--- config.mk ---
export PLATFORM = sky130hd
export DESIGN_NAME = mult_div_unit
export DESIGN_NICKNAME = d
export VERILOG_FILES = /design/src/rtl/mdu_pkg.sv /design/src/rtl/mdu_iter_step.sv /design/src/rtl/mult_div_unit.sv
export SDC_FILE = /design/constraint.sdc
export NUM_CORES = 1
export LEC_CHECK = 0
export ABC_AREA = 1
export BUFFER_PORTS_ARGS = -buffer_cell sky130_fd_sc_hd__buf_2
export CAP_MARGIN = 15
export CORE_MARGIN = 4
export CORE_UTILIZATION = 30
export DETAILED_ROUTE_END_ITERATION = 10
export HOLD_SLACK_MARGIN = 0.15
export PLACE_DENSITY = 0.54
export SYNTH_ARGS = -nofsm -noshare
export SYNTH_HDL_FRONTEND = slang
export SYNTH_SLANG_ARGS = --single-unit
--- constraint.sdc ---
create_clock -name clk -period 3.5 [get_ports clk]
set_clock_uncertainty 0.05 [all_clocks]
set_input_delay 0.525 -clock clk [delete_from_list [all_inputs] [get_ports clk]]
set_output_delay 0.525 -clock clk [all_outputs]
set_load 0.02 [all_outputs]
--- src/rtl/mdu_pkg.sv ---
// Shared types and constants for the iterative multiply/divide unit.
package mdu_pkg;

    localparam int unsigned DEF_DATA_W = 8;

    localparam logic OP_MUL = 1'b0;
    localparam logic OP_DIV = 1'b1;

    typedef enum logic [1:0] {
        ST_IDLE = 2'd0,
        ST_MUL  = 2'd1,
        ST_DIV  = 2'd2,
        ST_DONE = 2'd3
    } state_t;

endpackage

--- src/rtl/mdu_iter_step.sv ---
// One combinational iteration: shift-add multiply step or restoring divide step.
module mdu_iter_step
    import mdu_pkg::*;
#(
    parameter int unsigned DATA_W = DEF_DATA_W
) (
    input  logic                  is_div,
    input  logic [2*DATA_W-1:0]   acc,
    input  logic [DATA_W-1:0]     operand,
    output logic [2*DATA_W-1:0]   acc_next_c
);

    logic [DATA_W:0]   sum;
    logic [DATA_W:0]   rem_shift;
    logic [DATA_W-1:0] diff;
    logic              fits;

    // Multiply keeps the multiplier in the low half; divide keeps the partial remainder in the high half.
    always_comb begin
        sum        = {1'b0, acc[2*DATA_W-1:DATA_W]} + {1'b0, operand};
        rem_shift  = {acc[2*DATA_W-1:DATA_W], acc[DATA_W-1]};
        diff       = rem_shift[DATA_W-1:0] - operand;
        fits       = (rem_shift >= {1'b0, operand});
        acc_next_c = '0;
        if (is_div) begin
            if (fits) begin
                acc_next_c = {diff, acc[DATA_W-2:0], 1'b1};
            end else begin
                acc_next_c = {rem_shift[DATA_W-1:0], acc[DATA_W-2:0], 1'b0};
            end
        end else begin
            if (acc[0]) begin
                acc_next_c = {sum, acc[DATA_W-1:1]};
            end else begin
                acc_next_c = {1'b0, acc[2*DATA_W-1:1]};
            end
        end
    end

endmodule

--- src/rtl/mult_div_unit.sv ---
// Iterative unsigned multiply/divide unit with HI/LO result registers.
module mult_div_unit
    import mdu_pkg::*;
#(
    parameter int unsigned DATA_W = DEF_DATA_W
) (
    input  logic              clk,
    input  logic              rst_n,
    input  logic              start,
    input  logic              op,
    input  logic [DATA_W-1:0] src_a,
    input  logic [DATA_W-1:0] src_b,
    input  logic              hi_we,
    input  logic              lo_we,
    input  logic [DATA_W-1:0] wr_data,
    output logic              busy,
    output logic              done,
    output logic              div_by_zero,
    output logic [DATA_W-1:0] hi,
    output logic [DATA_W-1:0] lo
);

    localparam int unsigned CNT_W = $clog2(DATA_W) + 1;

    state_t              state;
    state_t              state_next;
    logic [CNT_W-1:0]    cnt;
    logic [DATA_W-1:0]   op_a;
    logic [DATA_W-1:0]   op_b;
    logic [2*DATA_W-1:0] acc;
    logic [2*DATA_W-1:0] acc_step;

    logic accept;
    logic step_en;
    logic finish;
    logic wr_ok;
    logic busy_d;
    logic done_d;

    mdu_iter_step #(.DATA_W(DATA_W)) u_step (
        .is_div     (state == ST_DIV),
        .acc        (acc),
        .operand    ((state == ST_DIV) ? op_b : op_a),
        .acc_next_c (acc_step)
    );

    always_ff @(posedge clk or negedge rst_n) begin
        if (!rst_n) begin
            state <= ST_IDLE;
        end else begin
            state <= state_next;
        end
    end

    // Control decode: next state plus datapath enables.
    always_comb begin
        state_next = state;
        accept     = 1'b0;
        step_en    = 1'b0;
        finish     = 1'b0;
        wr_ok      = 1'b0;
        case (state)
            ST_IDLE, ST_DONE: begin
                wr_ok = 1'b1;
                if (start) begin
                    accept     = 1'b1;
                    state_next = (op == OP_DIV) ? ST_DIV : ST_MUL;
                end else begin
                    state_next = ST_IDLE;
                end
            end
            ST_MUL, ST_DIV: begin
                if (cnt == CNT_W'(DATA_W)) begin
                    finish     = 1'b1;
                    state_next = ST_DONE;
                end else begin
                    step_en = 1'b1;
                end
            end
            default: state_next = ST_IDLE;
        endcase
        busy_d = ((state_next == ST_MUL) || (state_next == ST_DIV)) &&
                 ((state == ST_MUL) || (state == ST_DIV));
        done_d = (state_next == ST_DONE);
    end

    always_ff @(posedge clk or negedge rst_n) begin
        if (!rst_n) begin
            cnt         <= '0;
            op_a        <= '0;
            op_b        <= '0;
            acc         <= '0;
            hi          <= '0;
            lo          <= '0;
            busy        <= 1'b0;
            done        <= 1'b0;
            div_by_zero <= 1'b0;
        end else begin
            busy <= busy_d;
            done <= done_d;
            if (wr_ok && hi_we) begin
                hi <= wr_data;
            end
            if (wr_ok && lo_we) begin
                lo <= wr_data;
            end
            if (accept) begin
                op_a        <= src_a;
                op_b        <= src_b;
                cnt         <= '0;
                div_by_zero <= 1'b0;
                acc         <= {{DATA_W{1'b0}}, (op == OP_DIV) ? src_a : src_b};
            end
            if (step_en) begin
                acc <= acc_step;
                cnt <= cnt + CNT_W'(1);
            end
            if (finish) begin
                hi <= acc[2*DATA_W-1:DATA_W];
                lo <= acc[DATA_W-1:0];
                if (state == ST_DIV) begin
                    div_by_zero <= (op_b == '0);
                end
            end
        end
    end

endmodule

# Word level (Yosys, flattened, before mapping)
# Cells that the tools add are included.
# word_totals
reg_bits,57
output_inout_bits,19
elab_cells,60
# op_classes
addsub,3
magnitude_cmp,1
n_eq_ne,7
muxes,27
reduce_logical,12
# op_table
cell,count
16-bit two-way mux,5
8-bit two-way mux,6
1-bit two-way mux,10
8-bit by 8-bit adder with 9-bit output,1
9-bit by 8-bit >= comparator with 1-bit output,1
2-bit == test (second input constant),4
8-bit logical NOT,1
4-bit two-way mux,2
8-bit subtractor,1
2-bit two-way mux,3
2-bit nonzero test,3
4-bit by 1-bit adder with 4-bit output (second input constant),1
2-bit by 1-bit == test with 1-bit output (second input constant),2
4-bit == test (second input constant),1
2-bit case mux with 2 select lines,1
2-bit OR reduction,2
1-bit logical AND,3
2-bit logical NOT,1
1-bit logical OR,2

# Longest topological paths before layout
# Gate-level depths: netlist of the first run.
# depth
depth_word,6
mapped_depth,20
mapped_depth_nobuf,18

# By module
# Synthesis of the first run repeated with hierarchy kept, for this count alone.
# hier_totals
hier_cells,584
hier_area_um2,3917.5
# by_module_without_submodules
module,instances,cells_each,area_each_um2,seq_area_each_um2
mult_div_unit,1,368,2756.4,1426.4
mdu_iter_step,1,216,1161.1,0.0

# Least setup slack after synthesis of the first run
# Ideal clock, no wire load.
# synth_timing
path_type,register -> register
startpoint,register state[1]
endpoint,register acc[10]
arrival_time_ns,2.410
required_ns,3.333
path_slack_ns,0.923
path_stages_with_launch,18
period_less_slack_ns,2.577
cell_sequence,dfrtp_1 -> ha_1 -> buf_2 -> clkbuf_1 -> o21ai_0 -> inv_1 -> ha_1 -> nand2_1 -> nor2_4 -> nand2_2 -> nand3_2 -> nand2_4 -> nand2_8 -> inv_6 -> nand2_1 -> nand3_1 -> nand2_1 -> nand2_1
# synth_via
elab_chain_cells,6
word_cells_on_any_way,17
# synth_lines
element,line,source
"start, declared",mult_div_unit.sv:25,state_t state;
"start signal, assigned",mult_div_unit.sv:51,state <= state_next;
2-bit == test,"mult_div_unit.sv:41, mult_div_unit.sv:43, mult_div_unit.sv:62",
8-bit two-way mux,mult_div_unit.sv:43,".operand ((state == ST_DIV) ? op_b : op_a),"
8-bit by 8-bit adder with 9-bit output (tied with other cells),mdu_iter_step.sv:20,"sum = {1'b0, acc[2*DATA_W-1:DATA_W]} + {1'b0, operand};"
"16-bit two-way mux, on equally long branches","mdu_iter_step.sv:32, mdu_iter_step.sv:26",
16-bit two-way mux,mdu_iter_step.sv:25,if (is_div) begin
16-bit two-way mux,mult_div_unit.sv:114,if (step_en) begin
"end signal, assigned",mult_div_unit.sv:112,"acc <= {{DATA_W{1'b0}}, (op == OP_DIV) ? src_a : src_b};"
"end signal, assigned",mult_div_unit.sv:115,acc <= acc_step;
"end, declared",mult_div_unit.sv:30,logic [2*DATA_W-1:0] acc;
# Parallel ways exist; a longest one is shown, timed or not.
# A chain may end at the register's enable or synchronous reset.

# Worst setup path in the final report of the first run
# Same ends and word-level chain as after synthesis.

==> results of run 1 <==
## synthesized netlist by cell type
library cell / number
xor2_1: 3
o221ai_1: 8
xnor2_1: 3
a31oi_1: 16
nand2_8: 1
fa_1: 2
nand2_1: 156
or2_0: 1
nor2_4: 4
inv_2: 4
o22ai_1: 1
nor2_2: 1
nand2_4: 1
nor4_1: 1
o21ai_1: 1
inv_1: 66
nand4_1: 7
o21a_1: 1
a21oi_1: 31
buf_4: 2
buf_6: 2
clkbuf_1: 7
o211ai_1: 7
buf_2: 9
o21ai_0: 29
ha_1: 20
nand3b_1: 1
nand3_1: 29
nor3_1: 1
dfrtp_1: 57
nand3_2: 2
nor2_1: 34
inv_6: 1
nand2_2: 4
## state kept, by name (all words and copies together), names as in the netlist, 2 cells and up
register  count
state         2
lo            8
acc          16
op_a          8
cnt           4
hi            8
op_b          8
## layout make-up
cell class,instances,share of cell area
Inverter,71,0.06073
Clock inverter,7,0.02799
Tap cell,168,0.04702
Timing Repair Buffer,52,0.06101
Clock buffer,9,0.05038
Sequential cell,57,0.3191
Multi-Input combinational cell,365,0.4338
## how the worst max path moves through the flow
stage                           to                from  depth (start not counted)  slack, ns
2_1_floorplan  acc[10]$_DFFE_PN0P_  state[1]$_DFF_PN0_                         17       0.92
3_3_place_gp   acc[11]$_DFFE_PN0P_  state[1]$_DFF_PN0_                         15       0.68
3_5_place_dp   acc[11]$_DFFE_PN0P_  state[1]$_DFF_PN0_                         15       0.63
4_1_cts        acc[10]$_DFFE_PN0P_  state[1]$_DFF_PN0_                         15       0.62
5_1_grt        acc[10]$_DFFE_PN0P_  state[1]$_DFF_PN0_                         15       0.25
6_report       acc[10]$_DFFE_PN0P_  state[1]$_DFF_PN0_                         15       0.61
## worst reg2reg max path: stages (launching register included)
cell	delay, ns
dfrtp_1	0.39
ha_1	0.35
o21ai_0	0.70
inv_1	0.12
ha_1	0.33
nand2_1	0.09
nor2_4	0.11
nand2_2	0.06
nand3_2	0.09
nand2_4	0.08
nand2_8	0.12
inv_6	0.05
nand2_1	0.05
nand3_1	0.07
nand2_1	0.08
nand2_1	0.05
## cell families after synthesis
group                      after synthesis
and+or+nand+nor                        243
xor gates and xnor gates                 6
buffers and inverters                   91
AOI/OAI and AO/OA                       94
DFF                                     57
adders and majority gates               22
## repair_timing
item,CTS,global route
hold buffers,1,0
endpoints found under the setup margin,0,0
hold endpoints to repair,21,0
## routing by layer
layer	wire length [um]	global-route usage
met1	5040	0.2116
met2	4802	0.2444
met3	510	0.03110
met4	155	0.04581
met5	0	0
## through the flow
stage	cells	instance area, um^2	setup WS [ns]	utilization	hold slack (ns)
3_3_place_gp	712	4110	0.6810	0.3394	0.4239
3_5_place_dp	712	4110	0.6329	0.3394	0.4228
6_report	729	4471	0.6061	0.3691	0.3601
5_1_grt	729	4471	0.2513	0.3691	0.3533
4_1_cts	729	4471	0.6188	0.3691	0.3580
2_1_floorplan	513	3746	0.9234	-	0.1794
==> flow_summary.ini, run 1 <==
[finish]
final_common_cell = nand2_1
multi_input_area_mm2 = 0.001939
antennaDiodeCount = 0
drive_gt1_frac = 0.1515
syn_to_final_growth_pct = 19.34
final_cell_mix = nand2_1, inv_1, dfrtp_1
register_area_mm2 = 0.001426
fin_nets = 608
fillCellCount = 1307

[placed_design]
place_congestion = 0.8741
dp_hpwl_um = 7948
port_buffers = 48

[worst_setup_path]
path_buf_inv = 2
r2r_start = state[1]$_DFF_PN0_
crit_type = reg2reg
critPathMaxFanout = 16
cp_common_cell = nand2_1
startpoint_type = flip-flop
path_delay_family = simple AND/OR/NAND/NOR gates
reg2reg_slack_ns = 0.61
cp_cell_sequence = ha_1, o21ai_0, inv_1, ha_1, nand2_1, nor2_4, nand2_2, nand3_2, nand2_4, nand2_8, inv_6, nand2_1, nand3_1, nand2_1, nand2_1
arrival_ns = 3.06
cp_slowest_stage_delay_ns = 0.70
rr_worst_depth = 15
worstSetupEndpointType = flip-flop
r2r-end = acc[10]$_DFFE_PN0P_
required_ns = 3.66
crit_slowest_cell = o21ai_0

[clock_network]
htreeDepth = 3
post_cts_buffers = 0
cts_max_path_buffers = 2
clk_pin_slew_worst_paths_ns = 0.05
clock_tree.root_cell = clkbuf_16
clk_latency_ns = 0.32
numClockSinks = 57
cts_tree = yes
cts-buffers-inserted = 9
cts_resized = 0

[grt]
grt_pass1_vias = 3572
grt_max_degree = 36
antenna_found_initial = 0
grt_usage = 0.1538
overflow = 0
grt_pass1_wl_um = 17930

[synth]
synth_cell_types = 34
yosys_warnings = 0
synth-adder-area-share = 0.07749
synth-xor-area-share = 0.01403
netlist_area_mm2 = 0.003746
syn_avg_cell_area_um2 = 7.302
synth_top_area_share = 0.3808
synth_area_leader_cell = dfrtp_1
synth-seq-cells = 57
synthSimpleGateAreaFrac = 0.2816
syn_nets = 565
ys_seq_area_frac = 0.3808
synth_top_family_by_area = simple AND/OR/NAND/NOR gates
synth.area.top_cells = dfrtp_1, nand2_1, ha_1
synth_compound_area_frac = 0.1446
muxShareOfSynthArea = 0
netlist_instances = 513

[die]
die_area_mm2 = 0.01434
ios = 49
rows = 40
dieHeight_um = 119.7
core-area_mm2 = 0.01211
start_util = 0.3093
die_width_um = 119.7

[timing]
hold_viol_final = 0
maxSlewHeadroom = 0.3867
min_period_over_period = 0.8268
tightest_slew_ns = 0.9165
finalSetupViolCount = 0
slew_viol_final = 0
rsz0062_at_grt = no
min_period_ns = 2.894
fin_setup_tns_ns = 0
fmax_mhz = 345.6

[route]
dr.pass1.iters = 5
wirelength_um = 10510
via_per_inst = 4.791
route.detailed.drc = 0
drtIter0Drc = 187
post_drt_wl_per_cell_um = 14.41
ant_nets = 0
vias = 3493

[flow_run]
maxCapViolCount = 0

[hold_path]
min_from = src_b[7]
worstHoldPathCells = 3
hold-path-endpoint = op_b[7]$_DFFE_PN0P_
hp-class = in2reg

[run_status]
status = finished, final reports clean
Power of run 1 is not shown: default switching activity piles up to over one toggle a cycle in this logic, so the estimate is an artifact.
==> inputs of run 2 (changes only) <==
--- a/config.mk
+++ b/config.mk
@@ -5,7 +5,7 @@
 export SDC_FILE = /design/constraint.sdc
 export NUM_CORES = 1
 export LEC_CHECK = 0
-export ABC_AREA = 1
+export ABC_AREA = 0
 export BUFFER_PORTS_ARGS = -buffer_cell sky130_fd_sc_hd__buf_2
 export CAP_MARGIN = 15
 export CORE_MARGIN = 4
==> constraint.sdc (replaced) <==
create_clock -name clk -period 2.8 [get_ports clk]
set_clock_uncertainty 0.05 [all_clocks]
set_input_delay 0.42 -clock clk [delete_from_list [all_inputs] [get_ports clk]]
set_output_delay 0.42 -clock clk [all_outputs]
set_load 0.02 [all_outputs]
==> run 2 against run 1 <==
First-iteration DRC count is 10% lower. Clock-buffer cell count is 1 higher. Worst hold slack worse by 0.079 ns. Largest cell class unchanged. Routed wire length is 7.1% lower. Sequential share of layout area is 0.39 points lower. Critical path depth is 2 lower. Via count is 14% lower. Die area is 3.9% lower.
==> flow_summary.ini, run 2 <==
[run_status]
status = finished, final reports clean

[placed_design]
dp_hpwl_um = 7377
dp_slack_ns = -0.02673
dpl.cell_count = 568
port_buffers = 48
place_congestion = 0.7966

[finish]
fin_nets = 494
final_cell_mix = dfrtp_1, buf_2, nand2_1
antennaDiodeCount = 0
multi_input_area_mm2 = 0.002079
final_common_cell = dfrtp_1
top_register = acc
drive_gt1_frac = 0.3199
syn_to_final_growth_pct = 26.03
register_area_mm2 = 0.001426
fillCellCount = 1137
utilization = 0.3913
largest_register_ffs = 16
fin_cells = 590

[timing]
slew_viol_final = 0
fmax_mhz = 374.8
tightest_slew_ns = 0.9093
min_period_over_period = 0.9528
timing.hold.ws_ns = 0.2814
fin_ws_ns = 0.1321
finalSetupViolCount = 0
hold_viol_final = 0
min_period_ns = 2.668
maxSlewHeadroom = 0.3897

[hold_path]
hold-path-endpoint = op_a[0]$_DFFE_PN0P_
hp-class = in2reg
worstHoldPathCells = 2
min_from = src_a[0]

[grt]
grt_pass1_vias = 3099
overflow = 0
grt_util_met2 = 0.2243
grt_usage = 0.1455
grt_use_met1 = 0.2040
busiest_layer = met2
antenna_found_initial = 0
gr-usage-met3 = 0.03850
grt_max_degree = 30
grt_pass1_wl_um = 16160

[die]
core-area_mm2 = 0.01156
ios = 49
die_width_um = 117.4
dieHeight_um = 117.4
die_area_mm2 = 0.01378
rows = 39
start_util = 0.3105

[worst_setup_path]
critPathMaxFanout = 10
r2r-end = acc[12]$_DFFE_PN0P_
worstSetupStartpoint = state[0]$_DFF_PN0_
worstSetupEndpointType = flip-flop
startpoint_type = flip-flop
cp_slowest_stage_delay_ns = 0.38
rr_worst_depth = 13
cp_cell_sequence = inv_2, ha_4, buf_8, mux2_2, inv_1, ha_1, a21oi_2, o211ai_2, a21oi_4, buf_12, buf_4, a21oi_1, o2111ai_1
r2r_start = state[0]$_DFF_PN0_
crit_slowest_cell = dfrtp_1
path_delay_family = compound AO/OA/AOI/OAI gates
crit_type = reg2reg
path_buf_inv = 5
reg2reg_slack_ns = 0.13
required_ns = 2.99
worst-path-stages = 13
arrival_ns = 2.86

[synth]
syn_nets = 423
synth-seq-cells = 57
synth_area_leader_cell = dfrtp_1
synth_enable_flop_cells = 0
syn_avg_cell_area_um2 = 9.679
yosys_warnings = 0
synth_top_area_share = 0.3972
synth.area.top_cells = dfrtp_1, mux2_2, ha_1
netlist_area_mm2 = 0.003591
synth_common_cells = dfrtp_1, nand2_1, a21oi_1, o21ai_0, mux2_2
synthMostInstantiatedCell = dfrtp_1
synth-async-reset-ratio = 1.000
synth_top_flop_cell = dfrtp_1
ys_seq_area_frac = 0.3972
netlist_instances = 371
synth_cell_types = 55

[clock_network]
numClockSinks = 57
cts_max_path_buffers = 2
clk_latency_ns = 0.33
clock_tree.root_cell = clkbuf_16
clk_pin_slew_worst_paths_ns = 0.06
cts-buffers-inserted = 9
htreeDepth = 3
cts_tree = yes

[route]
ant_nets = 0
via_per_inst = 5.117
dr.pass1.iters = 4
vias = 3019
post_drt_wl_per_cell_um = 16.55
drtIter0Drc = 168
route.detailed.drc = 0
wirelength_um = 9766

[flow_run]
maxCapViolCount = 0
[run 2: what timing repair did]
action,4_1_cts,5_1_grt
resized for setup,4,16
setup buffers,0,4
gates cloned,0,1
hold buffers,1,0
setup endpoints to repair,3,8
pin swaps,1,4
endpoints found under the hold margin,19,0
[run 2: area by class of cell]
cell class	count	area share
Sequential cell	57	0.3152
Tap cell	143	0.03954
Timing Repair Buffer	76	0.1084
Clock buffer	10	0.05281
Multi-Input combinational cell	280	0.4595
Inverter	18	0.01493
Clock inverter	6	0.009677
[run 2: worst reg2reg max path: stages (launching register included)]
cell       delay [ns]
dfrtp_1          0.38
inv_2            0.07
ha_4             0.16
buf_8            0.14
mux2_2           0.37
inv_1            0.11
ha_1             0.28
a21oi_2          0.15
o211ai_2         0.10
a21oi_4          0.21
buf_12           0.16
buf_4            0.12
a21oi_1          0.06
o2111ai_1        0.21
[run 2: layer usage]
layer	share of wire	up-vias	routed length, um
li1	-	1488	-
met1	0.50	1476	4888
met2	0.45	46	4411
met3	0.038	9	368
met4	0.0099	0	97
met5	0	-	0
[run 2: logic make-up after synthesis]
logic type               Yosys count  share of synthesized area
multiplexers                      41                     0.1226
XOR/XNOR                           7                    0.01707
buffers and inverters             34                    0.04564
AO/OA/AOI/OAI                    107                     0.1986
AND/OR/NAND/NOR                  103                     0.1380
adder cells (fa/ha/maj)           22                    0.08084
flip-flops                        57                     0.3972
[run 2: through the flow]
stage	TNS (ns)	instance area (um^2)
after floorplan	0	3595
after global routing	-0.01766	4526
after global placement	-0.02034	4091
after detailed placement	-0.05640	4091
after CTS	0	4405
final	0	4526
[run 2: worst max path at each step]
stage and endpoint:
6_report acc[12]$_DFFE_PN0P_, 3_5_place_dp acc[14]$_DFFE_PN0P_, 4_1_cts acc[15]$_DFFE_PN0P_, 5_1_grt acc[12]$_DFFE_PN0P_, 2_1_floorplan acc[15]$_DFFE_PN0P_, 3_3_place_gp acc[14]$_DFFE_PN0P_
Power of run 2 is left out for the same reason.
